[config.mk]
export PLATFORM = sky130hd
export DESIGN_NAME = sdram_request_queue_flat
export DESIGN_NICKNAME = d
export VERILOG_FILES = /design/src/rtl/sdram_request_queue_if.sv /design/src/rtl/sdram_request_queue.sv /design/src/flat_wrapper.sv
export SDC_FILE = /design/constraint.sdc
export NUM_CORES = 1
export LEC_CHECK = 0
export CAP_MARGIN = 20
export CORE_MARGIN = 4
export CORE_UTILIZATION = 56
export DETAILED_ROUTE_END_ITERATION = 10
export DONT_BUFFER_PORTS = 1
export PLACE_DENSITY = 0.73
export SYNTH_ARGS = -nofsm -noshare
export SYNTH_HDL_FRONTEND = slang
export SYNTH_SLANG_ARGS = --single-unit
[constraint.sdc]
create_clock -name iclk -period 2.1 [get_ports iclk]
set_input_delay 0.21 -clock iclk [delete_from_list [all_inputs] [get_ports iclk]]
set_output_delay 0.21 -clock iclk [all_outputs]
set_load 0.005 [all_outputs]
[src/rtl/sdram_request_queue_if.sv]
// -----------------------------------------------------------------------------
// sdram_request_queue_if
// Bundles the client command channel, the controller request/ack channel and
// the read response/status outputs of sdram_request_queue.
//   slave  : the queue's view (drives ready, requests, responses, status)
//   master : the environment's view (client plus controller side)
// Signals:
//   icmd_valid/icmd_write/icmd_address/icmd_wdata, ocmd_ready : client push
//   owrite_req/owrite_address/owrite_data, iwrite_ack          : write issue
//   oread_req/oread_address, iread_data/iread_ack              : read issue
//   orsp_valid/orsp_data                                       : read response
//   ooccupancy/obusy                                           : status
// -----------------------------------------------------------------------------
interface sdram_request_queue_if #(
  parameter int DEPTH  = 4,
  parameter int ADDR_W = 22,
  parameter int DATA_W = 16
);
  localparam int CNT_W = $clog2(DEPTH) + 1;

  logic              icmd_valid;
  logic              icmd_write;
  logic [ADDR_W-1:0] icmd_address;
  logic [DATA_W-1:0] icmd_wdata;
  logic              ocmd_ready;
  logic              owrite_req;
  logic [ADDR_W-1:0] owrite_address;
  logic [DATA_W-1:0] owrite_data;
  logic              iwrite_ack;
  logic              oread_req;
  logic [ADDR_W-1:0] oread_address;
  logic [DATA_W-1:0] iread_data;
  logic              iread_ack;
  logic              orsp_valid;
  logic [DATA_W-1:0] orsp_data;
  logic [CNT_W-1:0]  ooccupancy;
  logic              obusy;

  modport slave (
    input  icmd_valid, icmd_write, icmd_address, icmd_wdata,
    input  iwrite_ack, iread_data, iread_ack,
    output ocmd_ready, owrite_req, owrite_address, owrite_data,
    output oread_req, oread_address, orsp_valid, orsp_data,
    output ooccupancy, obusy
  );

  modport master (
    output icmd_valid, icmd_write, icmd_address, icmd_wdata,
    output iwrite_ack, iread_data, iread_ack,
    input  ocmd_ready, owrite_req, owrite_address, owrite_data,
    input  oread_req, oread_address, orsp_valid, orsp_data,
    input  ooccupancy, obusy
  );
endinterface

[src/rtl/sdram_request_queue.sv]
// -----------------------------------------------------------------------------
// sdram_request_queue
// Command front end for sdram_controller. Client commands are pushed into an
// in-order FIFO; a small FSM pops one at a time, holds the write or read
// request to the controller until its ack, and returns read data to the
// client as a single-cycle response pulse.
// Ports:
//   iclk     : system clock, rising edge
//   ireset_n : asynchronous active-low reset, drops everything queued/in flight
//   bus      : sdram_request_queue_if.slave (client, controller, status)
// -----------------------------------------------------------------------------
module sdram_request_queue #(
  parameter int DEPTH  = 4,
  parameter int ADDR_W = 22,
  parameter int DATA_W = 16
) (
  input  logic                  iclk,
  input  logic                  ireset_n,
  sdram_request_queue_if.slave  bus
);
  localparam int PTR_W = $clog2(DEPTH);
  localparam int CNT_W = PTR_W + 1;

  typedef enum logic [1:0] {
    ST_IDLE     = 2'd0,
    ST_ISSUE_WR = 2'd1,
    ST_ISSUE_RD = 2'd2,
    ST_RESP     = 2'd3
  } state_t;

  // FIFO storage and bookkeeping
  logic              fifo_write_q [DEPTH];
  logic [ADDR_W-1:0] fifo_addr_q  [DEPTH];
  logic [DATA_W-1:0] fifo_data_q  [DEPTH];
  logic [PTR_W-1:0]  wr_ptr_q, wr_ptr_d;
  logic [PTR_W-1:0]  rd_ptr_q, rd_ptr_d;
  logic [CNT_W-1:0]  count_q, count_d;

  // FSM state and registered controller/client outputs
  state_t            state_q;
  logic              owrite_req_q;
  logic [ADDR_W-1:0] owrite_address_q;
  logic [DATA_W-1:0] owrite_data_q;
  logic              oread_req_q;
  logic [ADDR_W-1:0] oread_address_q;
  logic              orsp_valid_q;
  logic [DATA_W-1:0] orsp_data_q;

  logic push_s;
  logic pop_s;
  logic ready_s;
  logic empty_s;

  assign ready_s = (count_q != CNT_W'(DEPTH));
  assign empty_s = (count_q == CNT_W'(0));
  assign push_s  = bus.icmd_valid && ready_s;
  // The FSM only takes a new command while idle, so at most one is in flight.
  assign pop_s   = (state_q == ST_IDLE) && !empty_s;

  // Next-state pointers and entry count; push and pop together cancel out.
  always_comb begin
    wr_ptr_d = wr_ptr_q;
    rd_ptr_d = rd_ptr_q;
    count_d  = count_q;
    if (push_s) begin
      wr_ptr_d = wr_ptr_q + PTR_W'(1);
    end else begin
      wr_ptr_d = wr_ptr_q;
    end
    if (pop_s) begin
      rd_ptr_d = rd_ptr_q + PTR_W'(1);
    end else begin
      rd_ptr_d = rd_ptr_q;
    end
    case ({push_s, pop_s})
      2'b10:   count_d = count_q + CNT_W'(1);
      2'b01:   count_d = count_q - CNT_W'(1);
      default: count_d = count_q;
    endcase
  end

  // FIFO pointer, count and entry storage registers.
  always_ff @(posedge iclk or negedge ireset_n) begin
    if (!ireset_n) begin
      wr_ptr_q <= PTR_W'(0);
      rd_ptr_q <= PTR_W'(0);
      count_q  <= CNT_W'(0);
      for (int i = 0; i < DEPTH; i++) begin
        fifo_write_q[i] <= 1'b0;
        fifo_addr_q[i]  <= ADDR_W'(0);
        fifo_data_q[i]  <= DATA_W'(0);
      end
    end else begin
      wr_ptr_q <= wr_ptr_d;
      rd_ptr_q <= rd_ptr_d;
      count_q  <= count_d;
      if (push_s) begin
        fifo_write_q[wr_ptr_q] <= bus.icmd_write;
        fifo_addr_q[wr_ptr_q]  <= bus.icmd_address;
        fifo_data_q[wr_ptr_q]  <= bus.icmd_wdata;
      end
    end
  end

  // Issue FSM: pop in IDLE, hold the request until its ack, pulse the response.
  always_ff @(posedge iclk or negedge ireset_n) begin
    if (!ireset_n) begin
      state_q          <= ST_IDLE;
      owrite_req_q     <= 1'b0;
      owrite_address_q <= ADDR_W'(0);
      owrite_data_q    <= DATA_W'(0);
      oread_req_q      <= 1'b0;
      oread_address_q  <= ADDR_W'(0);
      orsp_valid_q     <= 1'b0;
      orsp_data_q      <= DATA_W'(0);
    end else begin
      case (state_q)
        ST_IDLE: begin
          // Acks seen here belong to no pending request and are dropped.
          if (pop_s) begin
            if (fifo_write_q[rd_ptr_q]) begin
              owrite_address_q <= fifo_addr_q[rd_ptr_q];
              owrite_data_q    <= fifo_data_q[rd_ptr_q];
              owrite_req_q     <= 1'b1;
              state_q          <= ST_ISSUE_WR;
            end else begin
              oread_address_q  <= fifo_addr_q[rd_ptr_q];
              oread_req_q      <= 1'b1;
              state_q          <= ST_ISSUE_RD;
            end
          end
        end
        ST_ISSUE_WR: begin
          // Dropping the request on the ack edge keeps it from being
          // seen again by the controller's next idle cycle.
          if (bus.iwrite_ack) begin
            owrite_req_q <= 1'b0;
            state_q      <= ST_IDLE;
          end
        end
        ST_ISSUE_RD: begin
          if (bus.iread_ack) begin
            orsp_data_q  <= bus.iread_data;
            orsp_valid_q <= 1'b1;
            oread_req_q  <= 1'b0;
            state_q      <= ST_RESP;
          end
        end
        ST_RESP: begin
          orsp_valid_q <= 1'b0;
          state_q      <= ST_IDLE;
        end
        default: begin
          owrite_req_q <= 1'b0;
          oread_req_q  <= 1'b0;
          orsp_valid_q <= 1'b0;
          state_q      <= ST_IDLE;
        end
      endcase
    end
  end

  assign bus.ocmd_ready     = ready_s;
  assign bus.owrite_req     = owrite_req_q;
  assign bus.owrite_address = owrite_address_q;
  assign bus.owrite_data    = owrite_data_q;
  assign bus.oread_req      = oread_req_q;
  assign bus.oread_address  = oread_address_q;
  assign bus.orsp_valid     = orsp_valid_q;
  assign bus.orsp_data      = orsp_data_q;
  assign bus.ooccupancy     = count_q;
  assign bus.obusy          = !empty_s || (state_q != ST_IDLE);

endmodule

[src/flat_wrapper.sv]
// flat-port wrapper written by rule: the top's interface ports become plain ports
module sdram_request_queue_flat 
#(
  parameter int DEPTH  = 4,
  parameter int ADDR_W = 22,
  parameter int DATA_W = 16
)
  (iclk, ireset_n, bus_icmd_valid, bus_icmd_write, bus_icmd_address, bus_icmd_wdata, bus_iwrite_ack, bus_iread_data, bus_iread_ack, bus_ocmd_ready, bus_owrite_req, bus_owrite_address, bus_owrite_data, bus_oread_req, bus_oread_address, bus_orsp_valid, bus_orsp_data, bus_ooccupancy, bus_obusy);
  sdram_request_queue_if #(.DEPTH(DEPTH), .ADDR_W(ADDR_W), .DATA_W(DATA_W)) bus_i ();
  input  logic iclk;
  input  logic ireset_n;
  input wire logic [$bits(bus_i.icmd_valid)-1:0] bus_icmd_valid;
  input wire logic [$bits(bus_i.icmd_write)-1:0] bus_icmd_write;
  input wire logic [$bits(bus_i.icmd_address)-1:0] bus_icmd_address;
  input wire logic [$bits(bus_i.icmd_wdata)-1:0] bus_icmd_wdata;
  input wire logic [$bits(bus_i.iwrite_ack)-1:0] bus_iwrite_ack;
  input wire logic [$bits(bus_i.iread_data)-1:0] bus_iread_data;
  input wire logic [$bits(bus_i.iread_ack)-1:0] bus_iread_ack;
  output wire logic [$bits(bus_i.ocmd_ready)-1:0] bus_ocmd_ready;
  output wire logic [$bits(bus_i.owrite_req)-1:0] bus_owrite_req;
  output wire logic [$bits(bus_i.owrite_address)-1:0] bus_owrite_address;
  output wire logic [$bits(bus_i.owrite_data)-1:0] bus_owrite_data;
  output wire logic [$bits(bus_i.oread_req)-1:0] bus_oread_req;
  output wire logic [$bits(bus_i.oread_address)-1:0] bus_oread_address;
  output wire logic [$bits(bus_i.orsp_valid)-1:0] bus_orsp_valid;
  output wire logic [$bits(bus_i.orsp_data)-1:0] bus_orsp_data;
  output wire logic [$bits(bus_i.ooccupancy)-1:0] bus_ooccupancy;
  output wire logic [$bits(bus_i.obusy)-1:0] bus_obusy;
  assign bus_i.icmd_valid = bus_icmd_valid;
  assign bus_i.icmd_write = bus_icmd_write;
  assign bus_i.icmd_address = bus_icmd_address;
  assign bus_i.icmd_wdata = bus_icmd_wdata;
  assign bus_i.iwrite_ack = bus_iwrite_ack;
  assign bus_i.iread_data = bus_iread_data;
  assign bus_i.iread_ack = bus_iread_ack;
  assign bus_ocmd_ready = bus_i.ocmd_ready;
  assign bus_owrite_req = bus_i.owrite_req;
  assign bus_owrite_address = bus_i.owrite_address;
  assign bus_owrite_data = bus_i.owrite_data;
  assign bus_oread_req = bus_i.oread_req;
  assign bus_oread_address = bus_i.oread_address;
  assign bus_orsp_valid = bus_i.orsp_valid;
  assign bus_orsp_data = bus_i.orsp_data;
  assign bus_ooccupancy = bus_i.ooccupancy;
  assign bus_obusy = bus_i.obusy;
  sdram_request_queue #(.DEPTH(DEPTH), .ADDR_W(ADDR_W), .DATA_W(DATA_W)) u_core (.iclk(iclk), .ireset_n(ireset_n), .bus(bus_i));
endmodule
==> results.json, run 1 <==
{
  "cts_root_buf": "clkbuf_16",
  "fin_crit_sh_pct": 94.8,
  "grt.overflow.total": 0,
  "drive_gt1_share_pct": 49.8,
  "combPwrFrac_pct": 35.8,
  "violations": "hold timing",
  "cp-startpoint": "u_core.bus.ooccupancy[1]",
  "post-dp-hpwl_mm": 12.4,
  "end_kind": "flop",
  "synth_cell_type_count": 27,
  "async_flop_share_pct": 100,
  "clk_transition_reported_paths_ns": 0.06,
  "syn_inst": 593,
  "clockBufferDepth": 3,
  "synth_common_cells": "dfrtp_1 (244), mux2_2 (234), mux4_2 (39)",
  "grt_antenna_before_repair": 2,
  "vias_per_cell": 5.86,
  "place_area_um2": 10500,
  "wl_per_cell_um": 22.2,
  "die_x_um": 142,
  "setup_violations": 0,
  "leakage_nw": 5.12,
  "worstSkewPairLatency_ns": 0.51,
  "synth_nets": 659,
  "synth_area_um2": 10100,
  "place.port_buffers": 0,
  "slew_violations": 0,
  "dp_slack_ns": 0.129,
  "hold_slack_ns": -0.602,
  "synthMostInstantiatedCell": "dfrtp_1",
  "arrival_ns": 2.38,
  "cts-hold-fix-buffers": 58,
  "ant_nets": 0,
  "rows": 48,
  "crit_family": "adder cells",
  "worst_ep_required_time_ns": 2.49,
  "yosysSeqAreaShare_pct": 60.3,
  "finClkSkew_ns": 0.00764,
  "start_util_pct": 57.7,
  "num_vias": 5334,
  "ctsResizeCount": 0,
  "p_int_mw": 14.4,
  "setup_tns_ns": 0,
  "busiest_layer": "met2",
  "relSlewSlack_pct": 54.3,
  "ys_top_cells_by_area": "dfrtp_1 (60%), mux2_2 (26%), mux4_2 (8.7%)",
  "gp_congestion": 0.748,
  "synth.ff_latch_count": 244,
  "grt_first_pass_wirelength_mm": 32.5,
  "critPathMaxFanout": 6,
  "p_sw_mw": 5.98,
  "initialDrtViolationCount": 173,
  "power_density_nw_per_um2": 1700,
  "areaGrowthSynthToFinish_pct": 18.1,
  "ioPinCount": 144,
  "hold_viol": 244,
  "critical_path_buf_inv_count": 0,
  "finalWorstSetupSlack_ns": 0.110,
  "startpoint_type": "flop",
  "cts_htree_levels": 1,
  "ir_drop_uv": 875,
  "fin_crit_ns": 1.99,
  "use_met1_pct": 25.2,
  "grt.met2_usage_pct": 35.9,
  "fillers": 1160,
  "grt_max_degree": 245,
  "fin_nets": 731,
  "postCtsSetupRepairBufs": 0,
  "worst_slew_pin_slew_ns": 0.686,
  "critPathMaxStageDelay_ns": 0.47,
  "synthFlopType": "dfrtp_1",
  "ys.warnings.count": 0,
  "synth_edf_count": 0,
  "numClockSinks": 244,
  "grt_usage_pct": 20.2,
  "worstPathCellList": "or3b_1, nand2_1, ha_1, fa_1, mux2_2",
  "tritoncts": "yes",
  "clock_power_share_pct": 21.6,
  "reg2reg_slack_ns": 0.11,
  "drtPass1Iterations": 4,
  "die_area_um2": 20300,
  "yosysTopAreaCellShare_pct": 60.3,
  "cts_made_buffers": 26,
  "core_region_area_um2": 17500,
  "stdcell_area_um2": 12000,
  "syn_area_per_cell_um2": 17.1,
  "cap_violations": 0,
  "worstSetupPathType": "flop to flop",
  "status": "finished with violations",
  "drt-total-wl_mm": 20.2,
  "drc": 0,
  "die_h_um": 142,
  "r2r_start": "u_core.bus.ooccupancy[1]",
  "worstHoldPathType": "primary input to async pin",
  "fmax_mhz": 503,
  "switching_share_pct": 29.4,
  "cpMaxStageDelayCell": "dfrtp_1",
  "synth_largest_area_cell": "dfrtp_1",
  "rsz0062_at_grt": "no",
  "grt_pass1_vias": 5998,
  "seqPwrFrac_pct": 42.7,
  "gr-usage-met3_pct": 4.94
}
## worst paths after layout
path | end | cells past startpoint
min in group iclk | u_core.fifo_data_q[10] | 3
worst min register to register | u_core.fifo_addr_q[38] | 1
max in group asynchronous | u_core.rd_ptr_q[0] | 0
worst max-delay path | u_core.bus.ooccupancy[1] | 5
worst max register to register | u_core.bus.ooccupancy[1] | 5
worst min-delay path | u_core.bus.owrite_address[5] | 0
## flip-flops by register name (all words and copies together), names as in the netlist, 2 cells and up
signal and count:
u_core.bus.orsp_data 16, u_core.wr_ptr_q 2, u_core.bus.owrite_data 16, u_core.bus.owrite_address 22
u_core.fifo_addr_q 88, u_core.bus.ooccupancy 3, u_core.fifo_write_q 4, u_core.fifo_data_q 64
u_core.bus.oread_address 22, u_core.rd_ptr_q 2, u_core.state_q 2
## power groups by stage
stage / registers, mW / logic, mW / clock network, mW
floorplan: 8.20 / 5.82 / 0
global placement: 8.54 / 6.94 / 0
detailed placement: 8.77 / 7.25 / 0
CTS: 8.71 / 7.39 / 4.50
global route: 8.94 / 7.87 / 4.71
finish: 8.68 / 7.28 / 4.39
## metal layers
layer  part of all wire (%)  wire (um)  vias to the layer above
met5                      0          0                        -
li1                       -          -                     2326
met1                     40       8070                     2868
met2                     53      10700                      108
met3                    5.3       1070                       32
met4                    1.9        382                        0
## cells in the final DEF (no fill, tap or decap), types with 3 or more instances in the layout
master,n
dfrtp_1,242
mux2_2,234
dlygate4sd3_1,58
mux4_2,39
clkbuf_16,27
buf_12,12
clkbuf_8,9
clkbuf_1,8
buf_4,8
inv_1,5
nand3_2,5
ha_1,5
xnor2_1,4
nor2_1,3
a21oi_1,3
## final cells by class
| type | instances | area, um2 | area share [%] |
|---|---|---|---|
| Sequential cell | 244 | 6110 | 51.1 |
| Timing Repair Buffer | 78 | 881 | 7.36 |
| Multi-Input combinational cell | 310 | 3830 | 32.0 |
| Inverter | 5 | 18.8 | 0.157 |
| Antenna cell | 2 | 5.00 | 0.0418 |
| Tap cell | 225 | 282 | 2.35 |
| Clock inverter | 2 | 10.0 | 0.0837 |
| Clock buffer | 44 | 830 | 6.93 |
## cells by family after synthesis
family / count (synthesis) / share of synthesized area [%]
xor+xnor: 6 / 0.519
buf+inv: 39 / 2.20
compound gates: 8 / 0.494
mux: 273 / 34.7
fa+ha+maj: 6 / 0.815
flops: 244 / 60.3
simple gates: 17 / 0.988
## through the flow
stage	util, %	hold WS, ns	power [mW]	cells
floorplan	-	-0.0856	14.0	593
global placement	60.1	-0.0780	15.5	804
detailed placement	60.1	-0.0772	16.0	804
CTS	68.2	-0.624	20.6	908
global route	68.2	-0.631	21.5	909
finish	68.2	-0.602	20.3	910
No activity file was read; power rests on OpenSTA's default activity.
==> run 2, diff against run 1 <==
TNS_END_PERCENT = 50   (was default)
==> results of run 2 <==
The final DEF is identical to that of run 1; final timing and power are the same.
